`src/rtl/startshow_pkg.sv`:
```
`default_nettype none
// +----------------------------------------------------------------------------+
// | Module : startshow_pkg                                                     |
// | Brief  : State encoding, phase codes and timing defaults for the title-    |
// |          screen attract-show sequencer.                                    |
// | Rev    : 1.0  initial release                                              |
// +----------------------------------------------------------------------------+
package startshow_pkg;

    typedef enum logic [2:0] {
        ST_IDLE  = 3'd0,
        ST_INTRO = 3'd1,
        ST_DUEL  = 3'd2,
        ST_HOLD  = 3'd3,
        ST_DONE  = 3'd4
    } show_state_t;

    // HOLD and DONE share the same externally visible phase code.
    localparam logic [1:0] c_PH_IDLE  = 2'd0;
    localparam logic [1:0] c_PH_INTRO = 2'd1;
    localparam logic [1:0] c_PH_DUEL  = 2'd2;
    localparam logic [1:0] c_PH_HOLD  = 2'd3;

    localparam int c_DEF_STEP       = 5;
    localparam int c_DEF_X_END      = 460;
    localparam int c_DEF_DUEL_TICKS = 60;
    localparam int c_DEF_SHOT_GAP   = 4;
    localparam int c_DEF_HOLD_TICKS = 8;

    // Counter width holding 0..max_val with one spare code, never below 1 bit.
    function automatic int cnt_width(input int max_val);
        return $clog2(max_val + 2);
    endfunction

endpackage
`default_nettype wire

```
`src/rtl/startshow_shot_arb.sv`:
```
`default_nettype none
// +----------------------------------------------------------------------------+
// | Module : startshow_shot_arb                                                |
// | Brief  : Turn token, shot-gap counter and grant/ack handshake for the two  |
// |          demo-tank shooters.                                               |
// | Rev    : 1.0  initial release                                              |
// +----------------------------------------------------------------------------+
module startshow_shot_arb
    import startshow_pkg::*;
#(
    parameter int SHOT_GAP = c_DEF_SHOT_GAP
) (
    input  logic       clk,
    input  logic       rst,
    input  logic       enable,
    input  logic       arm,
    input  logic       tick,
    input  logic [1:0] fb,
    output logic [1:0] sht
);

    localparam int                 c_GAP_W   = cnt_width(SHOT_GAP);
    localparam logic [c_GAP_W-1:0] c_GAP_MAX = c_GAP_W'(SHOT_GAP);

    logic [1:0]         r_sht;
    logic               r_token;      // 0: tank 1 owns the turn, 1: tank 2
    logic [c_GAP_W-1:0] r_gap;
    logic [c_GAP_W-1:0] w_gap_inc;
    logic [1:0]         w_pick;

    assign w_gap_inc = (r_gap == c_GAP_MAX) ? c_GAP_MAX : r_gap + 1'b1;

    // Token owner first, the other tank only if the owner's shell is still flying.
    always_comb begin
        w_pick = 2'b00;
        if (!fb[r_token]) begin
            w_pick[r_token] = 1'b1;
        end else if (!fb[!r_token]) begin
            w_pick[!r_token] = 1'b1;
        end
    end

    always_ff @(posedge clk or posedge rst) begin
        if (rst) begin
            r_sht   <= 2'b00;
            r_token <= 1'b0;
            r_gap   <= '0;
        end else if (!enable) begin
            r_sht   <= 2'b00;
            r_token <= 1'b0;
            r_gap   <= arm ? c_GAP_MAX : '0;
        end else if (|(r_sht & fb)) begin
            // Launch ack: the turn passes to the tank that did not just fire.
            r_sht   <= 2'b00;
            r_token <= ~r_sht[1];
            r_gap   <= '0;
        end else if (tick) begin
            r_gap <= w_gap_inc;
            if ((r_sht == 2'b00) && (w_gap_inc == c_GAP_MAX)) begin
                r_sht <= w_pick;
            end
        end
    end

    assign sht = r_sht;

endmodule
`default_nettype wire

```
`src/rtl/startshow_sequencer.sv`:
```
`default_nettype none
// +----------------------------------------------------------------------------+
// | Module : startshow_sequencer                                               |
// | Brief  : Attract-show sequencer: banner scroll, timed demo-tank duel, hold.|
// |          Define STARTSHOW_LOOP_EN to loop the show instead of ending DONE. |
// | Rev    : 1.0  initial release                                              |
// +----------------------------------------------------------------------------+
module startshow_sequencer
    import startshow_pkg::*;
#(
    parameter int STEP       = c_DEF_STEP,
    parameter int X_END      = c_DEF_X_END,
    parameter int DUEL_TICKS = c_DEF_DUEL_TICKS,
    parameter int SHOT_GAP   = c_DEF_SHOT_GAP,
    parameter int HOLD_TICKS = c_DEF_HOLD_TICKS
) (
    input  logic       clk,
    input  logic       rst,
    input  logic       tick_4hz,
    input  logic [2:0] mode,
    input  logic       shell1_fb,
    input  logic       shell2_fb,
    output logic       show_en,
    output logic       sht1_auto,
    output logic       sht2_auto,
    output logic [8:0] bigtank_x_off,
    output logic [1:0] phase,
    output logic       show_done
);

    localparam int                 c_CNT_W    = cnt_width((DUEL_TICKS > HOLD_TICKS) ? DUEL_TICKS : HOLD_TICKS);
    localparam logic [c_CNT_W-1:0] c_DUEL_END = c_CNT_W'(DUEL_TICKS);
    localparam logic [c_CNT_W-1:0] c_HOLD_END = c_CNT_W'(HOLD_TICKS);
    localparam logic [9:0]         c_STEP10   = 10'(STEP);
    localparam logic [9:0]         c_XEND10   = 10'(X_END);
    localparam logic [8:0]         c_XEND9    = 9'(X_END);

    show_state_t        r_state;
    logic               r_show_en;
    logic [8:0]         r_x_off;
    logic [1:0]         r_phase;
    logic               r_show_done;
    logic [c_CNT_W-1:0] r_tick_cnt;

    logic               w_run;
    logic [9:0]         w_sum;
    logic [c_CNT_W-1:0] w_cnt_inc;
    logic               w_intro_done;
    logic               w_duel_end;
    logic               w_arb_en;
    logic [1:0]         w_sht;

    assign w_run        = (mode == 3'd0);
    // One spare bit so a step past X_END saturates instead of wrapping.
    assign w_sum        = {1'b0, r_x_off} + c_STEP10;
    assign w_cnt_inc    = r_tick_cnt + 1'b1;
    assign w_intro_done = w_run && (r_state == ST_INTRO) && tick_4hz && (w_sum >= c_XEND10);
    assign w_duel_end   = (r_state == ST_DUEL) && tick_4hz && (w_cnt_inc == c_DUEL_END);
    // Dropping enable on the closing tick clears both requests on the same clk as the phase change.
    assign w_arb_en     = w_run && (r_state == ST_DUEL) && !w_duel_end;

    always_ff @(posedge clk or posedge rst) begin
        if (rst) begin
            r_state     <= ST_IDLE;
            r_show_en   <= 1'b0;
            r_x_off     <= '0;
            r_phase     <= c_PH_IDLE;
            r_show_done <= 1'b0;
            r_tick_cnt  <= '0;
        end else begin
            r_show_done <= 1'b0;
            if (!w_run) begin
                r_state    <= ST_IDLE;
                r_show_en  <= 1'b0;
                r_x_off    <= '0;
                r_phase    <= c_PH_IDLE;
                r_tick_cnt <= '0;
            end else begin
                case (r_state)
                    ST_IDLE: begin
                        r_state    <= ST_INTRO;
                        r_show_en  <= 1'b1;
                        r_x_off    <= '0;
                        r_phase    <= c_PH_INTRO;
                        r_tick_cnt <= '0;
                    end
                    ST_INTRO: begin
                        if (tick_4hz) begin
                            if (w_sum >= c_XEND10) begin
                                r_x_off    <= c_XEND9;
                                r_state    <= ST_DUEL;
                                r_phase    <= c_PH_DUEL;
                                r_tick_cnt <= '0;
                            end else begin
                                r_x_off <= w_sum[8:0];
                            end
                        end
                    end
                    ST_DUEL: begin
                        if (tick_4hz) begin
                            if (w_duel_end) begin
                                r_state    <= ST_HOLD;
                                r_phase    <= c_PH_HOLD;
                                r_tick_cnt <= '0;
                            end else begin
                                r_tick_cnt <= w_cnt_inc;
                            end
                        end
                    end
                    ST_HOLD: begin
                        if (tick_4hz) begin
                            if (w_cnt_inc == c_HOLD_END) begin
                                r_tick_cnt <= '0;
`ifdef STARTSHOW_LOOP_EN
                                r_state    <= ST_INTRO;
                                r_phase    <= c_PH_INTRO;
                                r_x_off    <= '0;
`else
                                r_state     <= ST_DONE;
                                r_show_done <= 1'b1;
`endif
                            end else begin
                                r_tick_cnt <= w_cnt_inc;
                            end
                        end
                    end
                    ST_DONE: begin
                        r_state <= ST_DONE;
                    end
                    default: begin
                        r_state    <= ST_IDLE;
                        r_show_en  <= 1'b0;
                        r_x_off    <= '0;
                        r_phase    <= c_PH_IDLE;
                        r_tick_cnt <= '0;
                    end
                endcase
            end
        end
    end

    startshow_shot_arb #(
        .SHOT_GAP (SHOT_GAP)
    ) u_shot_arb (
        .clk    (clk),
        .rst    (rst),
        .enable (w_arb_en),
        .arm    (w_intro_done),
        .tick   (tick_4hz),
        .fb     ({shell2_fb, shell1_fb}),
        .sht    (w_sht)
    );

    assign show_en       = r_show_en;
    assign sht1_auto     = w_sht[0];
    assign sht2_auto     = w_sht[1];
    assign bigtank_x_off = r_x_off;
    assign phase         = r_phase;
    assign show_done     = r_show_done;

endmodule
`default_nettype wire

```
`config.mk`:
```
export PLATFORM = sky130hd
export DESIGN_NAME = startshow_sequencer
export DESIGN_NICKNAME = d
export VERILOG_FILES = /design/src/rtl/startshow_pkg.sv /design/src/rtl/startshow_shot_arb.sv /design/src/rtl/startshow_sequencer.sv
export SDC_FILE = /design/constraint.sdc
export NUM_CORES = 1
export LEC_CHECK = 0
export CORE_ASPECT_RATIO = 0.8
export CORE_MARGIN = 2
export CORE_UTILIZATION = 47
export DETAILED_ROUTE_END_ITERATION = 10
export MAX_ROUTING_LAYER = met4
export PLACE_DENSITY = 0.76
export SLEW_MARGIN = 20
export SYNTH_ARGS = -nofsm -noshare
export SYNTH_HDL_FRONTEND = slang
export SYNTH_SLANG_ARGS = --single-unit
```
`constraint.sdc`:
```
create_clock -name clk -period 5.4 [get_ports clk]
set_clock_uncertainty 0.2 [all_clocks]
set_input_delay 0.54 -clock clk [delete_from_list [all_inputs] [get_ports clk]]
set_output_delay 0.54 -clock clk [all_outputs]
set_load 0.01 [all_outputs]
```
==> results.cfg, run 1 <==
[placed_design]
numPortBuffers = 22
dpl_cell_area_um2 = 2100
pre_cts_slack_ns = 2.46
gp_congestion = 0.823
dp_hpwl_um = 2840

[cts]
clk_latency_ns = 0.27
cts_tree = yes
cts_hold_buf = 0
h-tree-depth = 1
clkTransAtPathRegs_ns = 0.09
cts_buffer_depth = 2
post_cts_buffers = 0
cts_resized = 0
numCtsBuffers = 3
numClockSinks = 28
cts_root_buf = clkbuf_8

[power]
ir_drop_mv = 0.108
leakagePower_nw = 0.857
p_total_uw = 369
power.density_nw_per_um2 = 171

[final_layout]
regArea_um2 = 701
multi_input_area_um2 = 1080
fin_area_um2 = 2150
drive_gt1_frac = 0.0649
syn_to_final_growth_pct = 14.9
final_nets = 245
diodes = 0
final_core_util = 0.565
nFillCells = 357

[floorplan]
ios = 23
core_um2 = 3800
die_w_um = 74.6
die-height_um = 60.4
die_area_um2 = 4510
rows = 20
initial_core_util = 0.492

[global_routing]
grt_max_degree = 29
grt.total_usage = 0.192
grt_pass1_wl_um = 6470
grt_antenna_before_repair = 0
overflow = 0
grt_pass1_vias = 1352

[min_path]
min_path_type = flip-flop to flip-flop
holdPathStages = 1

[drt]
vias_per_cell = 5.83
highest_layer = met4
drt_iter0_drc = 111
wirelength_um = 3960
postRouteAntennaNets = 0
wl_met1_um = 2070
num_vias = 1668
wl_per_cell_um = 13.9
first_pass_iters = 4
route.met2.wl_um = 1670
drc = 0
routed-wl-met3_um = 180

[logic_synthesis]
ys_seq_area_frac = 0.374
synth_top_area_share = 0.374
yosys_most_used_dff = dfrtp_1
async_reset_ff_frac = 1.00
syn_area_per_cell_um2 = 8.59
syn_nets = 231
synth_edf_count = 0
synth_cells = 218
synth_top_area_cell = dfrtp_1
synthTopCellsByArea = dfrtp_1, a21oi_1, nor2_1
ys_seq_elements = 28
yosysWarnings = 0
synth_area_um2 = 1870
synth_cell_types = 52

[timing]
tightest_slew_ns = 0.586
fin_ws_ns = 2.67
relSlewSlack = 0.609
setup_viol = 0
setup_tns_ns = 0
rsz0062_at_grt = no
fmax_ghz = 0.367
finalHoldViolCount = 0
period_share = 0.505
maxSlewViolCount = 0
period_needed_ns = 2.73

[run_status]
status = completed

[worst_setup_path]
required_ns = 5.37
worstPathMaxFanout = 10
start_kind = flip-flop
r2r_cells = 7
crit_type = flip-flop to flip-flop
worst_setup_path_end_kind = flip-flop
critPathArrivalTime_ns = 2.69

[run]
max_cap_viol_count = 0
[critical path: stages (launching register included)]
cell      delay, ns
dfrtp_1        0.51
ha_1           0.40
and4b_1        0.24
o21ai_1        0.14
nand4_1        0.15
o211ai_2       0.46
nand2b_1       0.23
a22o_1         0.28
[Yosys cell counts (2+ instances only)]
cell type  instances
o2bb2ai_1          3
o21ai_1            5
nor3_1            10
ha_1               5
and2_1             3
nor4_1             2
mux2i_1            2
nor2_1            22
nand2_1           17
o32ai_1            2
nand4b_1           4
and3_1             3
o21ai_0           11
clkbuf_1           5
nand4_1            4
nand3b_1           2
nand3_1            5
inv_1              8
a22o_1             4
nor2b_1            4
a21oi_1           20
buf_2              6
or3_1              3
a22oi_1            2
dfrtp_1           28
a21o_1             4
o211ai_1           4
nand2b_1           4
o31ai_1            2
a211oi_1           2
[where the power goes]
part | switching, mW | internal, mW
Combinational | 0.0153 | 0.0111
Sequential | 0.00290 | 0.211
Clock | 0.0632 | 0.0652
[through the flow]
step | instances | hold slack, ns
final | 286 | 0.336
after global routing | 286 | 0.368
after CTS | 286 | 0.344
after detailed placement | 282 | 0.317
after global placement | 282 | 0.319
after floorplan | 218 | 0.312
[cell type report]
type | count | area share
inverter | 8 | 0.0140
sequential | 28 | 0.326
tap | 55 | 0.0320
multi-input combinational | 169 | 0.500
clock buffer | 4 | 0.0256
timing repair buffer | 22 | 0.102
[worst paths after layout]
path,endpoint,start,slack (ns)
setup / recovery,r_tick_cnt[1],bigtank_x_off[0],2.67
hold / removal,phase[0],phase[0],0.34
max in group asynchronous,bigtank_x_off[2],rst,4.17
setup reg to reg,r_tick_cnt[1],bigtank_x_off[0],2.67
hold reg to reg,phase[0],phase[0],0.34
min in group asynchronous,bigtank_x_off[4],rst,0.44
[state kept, by name, indices dropped and copies added (netlist names)]
| signal | cells |
|---|---|
| show_en | 1 |
| u_shot_arb.r_gap | 3 |
| r_state | 3 |
| bigtank_x_off | 9 |
| r_tick_cnt | 6 |
| phase | 2 |
| u_shot_arb.sht | 2 |
| show_done | 1 |
| u_shot_arb.r_token | 1 |
[kinds of logic (layout without fill, tap and decap cells)]
group,after synthesis,after routing,share of synthesized area
XOR/XNOR,1,1,0.00468
flip-flops,28,28,0.374
AO/OA/AOI/OAI,71,71,0.261
AND/OR/NAND/NOR,89,89,0.259
adder cells (fa/ha/maj),5,5,0.0334
multiplexers,3,3,0.0167
buffers and inverters,21,34,0.0508
[cell usage in the layout (no fill, tap or decap), types with 5 or more instances in the layout]
cell,count
clkdlybuf4s50_1,22
inv_1,7
nand2_1,17
dfrtp_1,28
nor3_1,10
nor2_1,22
nand3_1,5
o21ai_0,11
o21ai_1,5
ha_1,5
a21oi_1,20
[routing by layer]
layer	GRT usage	up-vias
met5	-	-
met1	0.280	787
met4	0.0536	0
met3	0.0349	4
li1	-	828
met2	0.273	49
Note: power is estimated with default switching activity, not from simulation.
==> inputs of run 2 (changes only) <==
Clock period 5.4 ns to 2.8 ns, I/O delays scaled along.
==> run 2 against run 1 <==
Clock power rose by 150%. Die area did not move. Critical path type unchanged. Setup slack got worse by 2.3 ns. Highest routed layer unchanged. Hold slack got worse by 0.17 ns. Cell count rose by 2.1%. Fmax rose by 12%. Sequential power rose by 93%. Register-to-register slack got worse by 2.3 ns. Design area rose by 2.9%. Critical endpoint unchanged. Count of clock-buffer cells in the layout fell by 1. Via count fell by 0.24%.
==> results.cfg, run 2 (synthesized netlist as in run 1, its figures left out) <==
[run_status]
status = completed

[global_routing]
overflow = 0
grt_pass1_vias = 1452
grt_max_degree = 29
grt_pass1_wl_um = 6670
grt.total_usage = 0.196
grt_antenna_before_repair = 0

[drt]
num_vias = 1664
wirelength_um = 3940
vias_per_cell = 5.70
wl_per_cell_um = 13.5
first_pass_iters = 4
postRouteAntennaNets = 0
drc = 0
drt_iter0_drc = 83

[placed_design]
gp_congestion = 0.852
pre_cts_slack_ns = 0.344
dp_hpwl_um = 2890
numPortBuffers = 22

[timing]
relSlewSlack = 0.732
hold_slack_ns = 0.164
rsz0062_at_grt = no
period_needed_ns = 2.42
maxSlewViolCount = 0
setup_tns_ns = 0
fmax_ghz = 0.413
tightest_slew_ns = 0.401
setup_viol = 0
finalHoldViolCount = 0
period_share = 0.866
fin_ws_ns = 0.376

[floorplan]
ios = 23
core_um2 = 3800
initial_core_util = 0.492
die_area_um2 = 4510
die_w_um = 74.6
rows = 20
die-height_um = 60.4

[final_layout]
syn_to_final_growth_pct = 18.2
diodes = 0
final_core_util = 0.582
layout_commonest_cell = dfrtp_1
largest_register_ffs = 9
final_nets = 251
multi_input_area_um2 = 1080
regArea_um2 = 701
drive_gt1_frac = 0.0844
nFillCells = 353
final_cell_mix = dfrtp_1, nor2_1, clkdlybuf4s50_1, a21oi_1, nand2_1

[power]
leakagePower_nw = 0.895
power.density_nw_per_um2 = 353
ir_drop_mv = 0.297

[cts]
cts_tree = yes
numCtsBuffers = 3
clk_latency_ns = 0.27
h-tree-depth = 1
cts_resized = 0
clkTransAtPathRegs_ns = 0.09
post_cts_buffers = 0
cts_hold_buf = 0
cts_root_buf = clkbuf_8
numClockSinks = 28
cts_buffer_depth = 2

[worst_setup_path]
worstPathMaxFanout = 10
critPathArrivalTime_ns = 2.40
cp_slowest_stage_delay_ns = 0.48
worst_path_dominant_cell_family = compound AO/OA/AOI/OAI gates
crit_buf_inv = 0
crit_slowest_cell = dfrtp_1
worstPathCellList = ha_1 -> and3_1 -> o21ai_0 -> nand4_1 -> o211ai_2 -> nand2b_1 -> a22o_1
start_kind = flip-flop
worst_setup_path_end_kind = flip-flop
crit_type = flip-flop to flip-flop
required_ns = 2.77

[min_path]
min_path_type = input port to asynchronous set/reset pin

[run]
max_cap_viol_count = 0
run 2: area by class of cell:
type	count	share of cell area
clock buffers	3	0.0187
clock inverters	1	0.0136
inverters	8	0.0136
multi-input cells	169	0.486
flip-flops and latches	28	0.317
well taps	55	0.0311
repair buffers	28	0.120
run 2: worst paths after layout:
path,slack [ns],cells past startpoint,end,start
max in group asynchronous,1.98,3,r_state[0],rst
min in group clk,0.34,1,phase[0],phase[0]
worst min register to register,0.34,1,phase[0],phase[0]
worst max-delay path,0.38,7,r_tick_cnt[1],bigtank_x_off[0]
worst max register to register,0.38,7,r_tick_cnt[1],bigtank_x_off[0]
worst min-delay path,0.16,3,bigtank_x_off[0],rst
run 2: worst min-delay path, cell delays in order:
cell and delay, ns:
clkdlybuf4s50_1 0.40, inv_1 0.05, buf_4 0.32
run 2: power breakdown:
part	switching [mW]	internal [mW]	total, mW	leakage, nW
Sequential	0.00537	0.407	0.412	0.390
Combinational	0.0300	0.0238	0.0538	0.470
Clock	0.125	0.191	0.316	0.0357
Total	0.160	0.622	0.782	0.895
run 2: through the flow:
step                      cells  total power [mW]  cell area (um2)
final                       292             0.782             2210
after global routing        292             0.819             2210
after CTS                   292             0.794             2210
after global placement      288             0.474             2140
after detailed placement    288             0.474             2140
after floorplan             218             0.448             1870
run 2: routing by layer:
metal | up-vias | GRT usage | wire length (um)
li1 | 843 | - | -
met1 | 784 | 0.286 | 2030
met2 | 33 | 0.284 | 1730
met3 | 4 | 0.0365 | 143
met4 | 0 | 0.0383 | 37
met5 | - | - | 0
==> inputs of run 3 (changes only) <==
Settings changed: CORE_MARGIN 2 to 4.
==> run 3 against run 2 <==
Hold slack improved by 0.0026 ns. Global-route usage fell by 1.2 points. Register-to-register slack worse by 0.06 ns. Core utilization hardly changed. Sequential share of layout area down 0.21 points. Count of clock-buffer cells in the layout did not move. Design area is 0.68% higher. Die area up 12%.
==> results.cfg, run 3 (synthesized netlist as in run 1, its figures left out) <==
[power]
p_total_uw = 785
swShare = 0.206
power_frac_clock = 0.403
switchingPower_uw = 162
ir_drop_mv = 0.294
p_comb_frac = 0.074
pwr-share-seq = 0.522
p_int_uw = 623
leakagePower_nw = 0.905
power.density_nw_per_um2 = 352

[timing]
maxSlewViolCount = 0
relSlewSlack = 0.681
rsz0062_at_grt = no
period_needed_ns = 2.48
setup_tns_ns = 0
setup_viol = 0
tightest_slew_ns = 0.477
period_share = 0.885
fmax_ghz = 0.403
finalHoldViolCount = 0

[cts]
clkTransAtPathRegs_ns = 0.09
cts_root_buf = clkbuf_8
cts_buffer_depth = 2
cts_resized = 0
cts_hold_buf = 0
numClockSinks = 28
clk_latency_ns = 0.27
numCtsBuffers = 3
cts_tree = yes
h-tree-depth = 1
post_cts_buffers = 0

[worst_setup_path]
required_ns = 2.77
r2r-start = bigtank_x_off[0]
r2r_cells = 7
cp-startpoint = bigtank_x_off[0]
worst-r2r-setup-slack_ns = 0.32
critPathArrivalTime_ns = 2.45
cp_slowest_stage_delay_ns = 0.51
crit_type = flip-flop to flip-flop
worst_setup_path_end_kind = flip-flop
r2r_end = r_tick_cnt[0]
start_kind = flip-flop
worstPathCellList = ha_1 -> and4b_1 -> o21ai_1 -> nand4_1 -> o211ai_2 -> nand2b_1 -> a22o_1
critPathCapture = r_tick_cnt[0]
crit_slowest_cell = dfrtp_1
worstPathMaxFanout = 10

[floorplan]
core_um2 = 3830
die-height_um = 64.4
ios = 23
die_area_um2 = 5060
die_w_um = 78.6
initial_core_util = 0.489
rows = 20

[min_path]
min_path_type = input port to asynchronous set/reset pin

[run_status]
status = completed

[final_layout]
regArea_um2 = 701
syn_to_final_growth_pct = 19.0
final_cell_mix = dfrtp_1, nor2_1, clkdlybuf4s50_1, a21oi_1, nand2_1
layout_commonest_cell = dfrtp_1
final_nets = 253
drive_gt1_frac = 0.0921
multi_input_area_um2 = 1080
nFillCells = 337
diodes = 0
largest_register_ffs = 9

[placed_design]
gp_congestion = 0.898
dp_hpwl_um = 3020
numPortBuffers = 22

[drt]
wirelength_um = 4130
drt_iter0_drc = 137
num_vias = 1664
highest_layer = met4
routed-wl-met3_um = 225
route.met2.wl_um = 1730
first_pass_iters = 4
postRouteAntennaNets = 0
wl_met1_um = 2160
vias_per_cell = 5.66
wl_per_cell_um = 14.0
drc = 0

[run]
max_cap_viol_count = 0

[global_routing]
grt_antenna_before_repair = 0
grt_pass1_vias = 1651
grt_max_degree = 29
overflow = 0
grt_pass1_wl_um = 7400
grt.total_usage = 0.183
[run 3: per-layer routing]
layer,global-route usage,vias up
met4,0.0197,0
met3,0.0417,2
li1,-,846
met1,0.265,778
met2,0.272,38
met5,-,-
[run 3: layout make-up]
cell class / instances / area share
Sequential cell: 28 / 0.315
Multi-Input combinational cell: 169 / 0.483
Tap cell: 55 / 0.0309
Inverter: 8 / 0.0135
Timing Repair Buffer: 30 / 0.126
Clock inverter: 1 / 0.0135
Clock buffer: 3 / 0.0185
[run 3: through the flow]
step           worst slack [ns]   util  hold slack (ns)  cell area, um2  instances
5_1_grt                   0.136  0.582            0.219            2230        294
3_3_place_gp              0.375  0.563            0.327            2160        290
6_report                  0.321  0.582            0.167            2230        294
2_1_floorplan             0.466      -            0.145            1870        218
4_1_cts                   0.333  0.582            0.181            2230        294
3_5_place_dp              0.350  0.563            0.314            2160        290
[run 3: worst min path at each step]
stage	slack (ns)	endpoint
floorplan	0.15	bigtank_x_off[0]
global placement	0.33	phase[0]
detailed placement	0.31	phase[0]
CTS	0.18	bigtank_x_off[1]
global route	0.22	bigtank_x_off[1]
finish	0.17	bigtank_x_off[1]
[run 3: power groups by stage]
stage / Combinational [mW] / Sequential (mW) / Clock (mW)
floorplan: 0.0303 / 0.418 / 0
global placement: 0.0573 / 0.418 / 0
detailed placement: 0.0582 / 0.418 / 0
CTS: 0.0585 / 0.410 / 0.328
global route: 0.0648 / 0.410 / 0.343
finish: 0.0582 / 0.410 / 0.317
[run 3: critical path, delay by kind of cell, from the launching register on]
kind	cells	cell delay (ns)
compound gates	3	0.71
flops	1	0.51
fa+ha+maj	1	0.38
simple gates	3	0.58
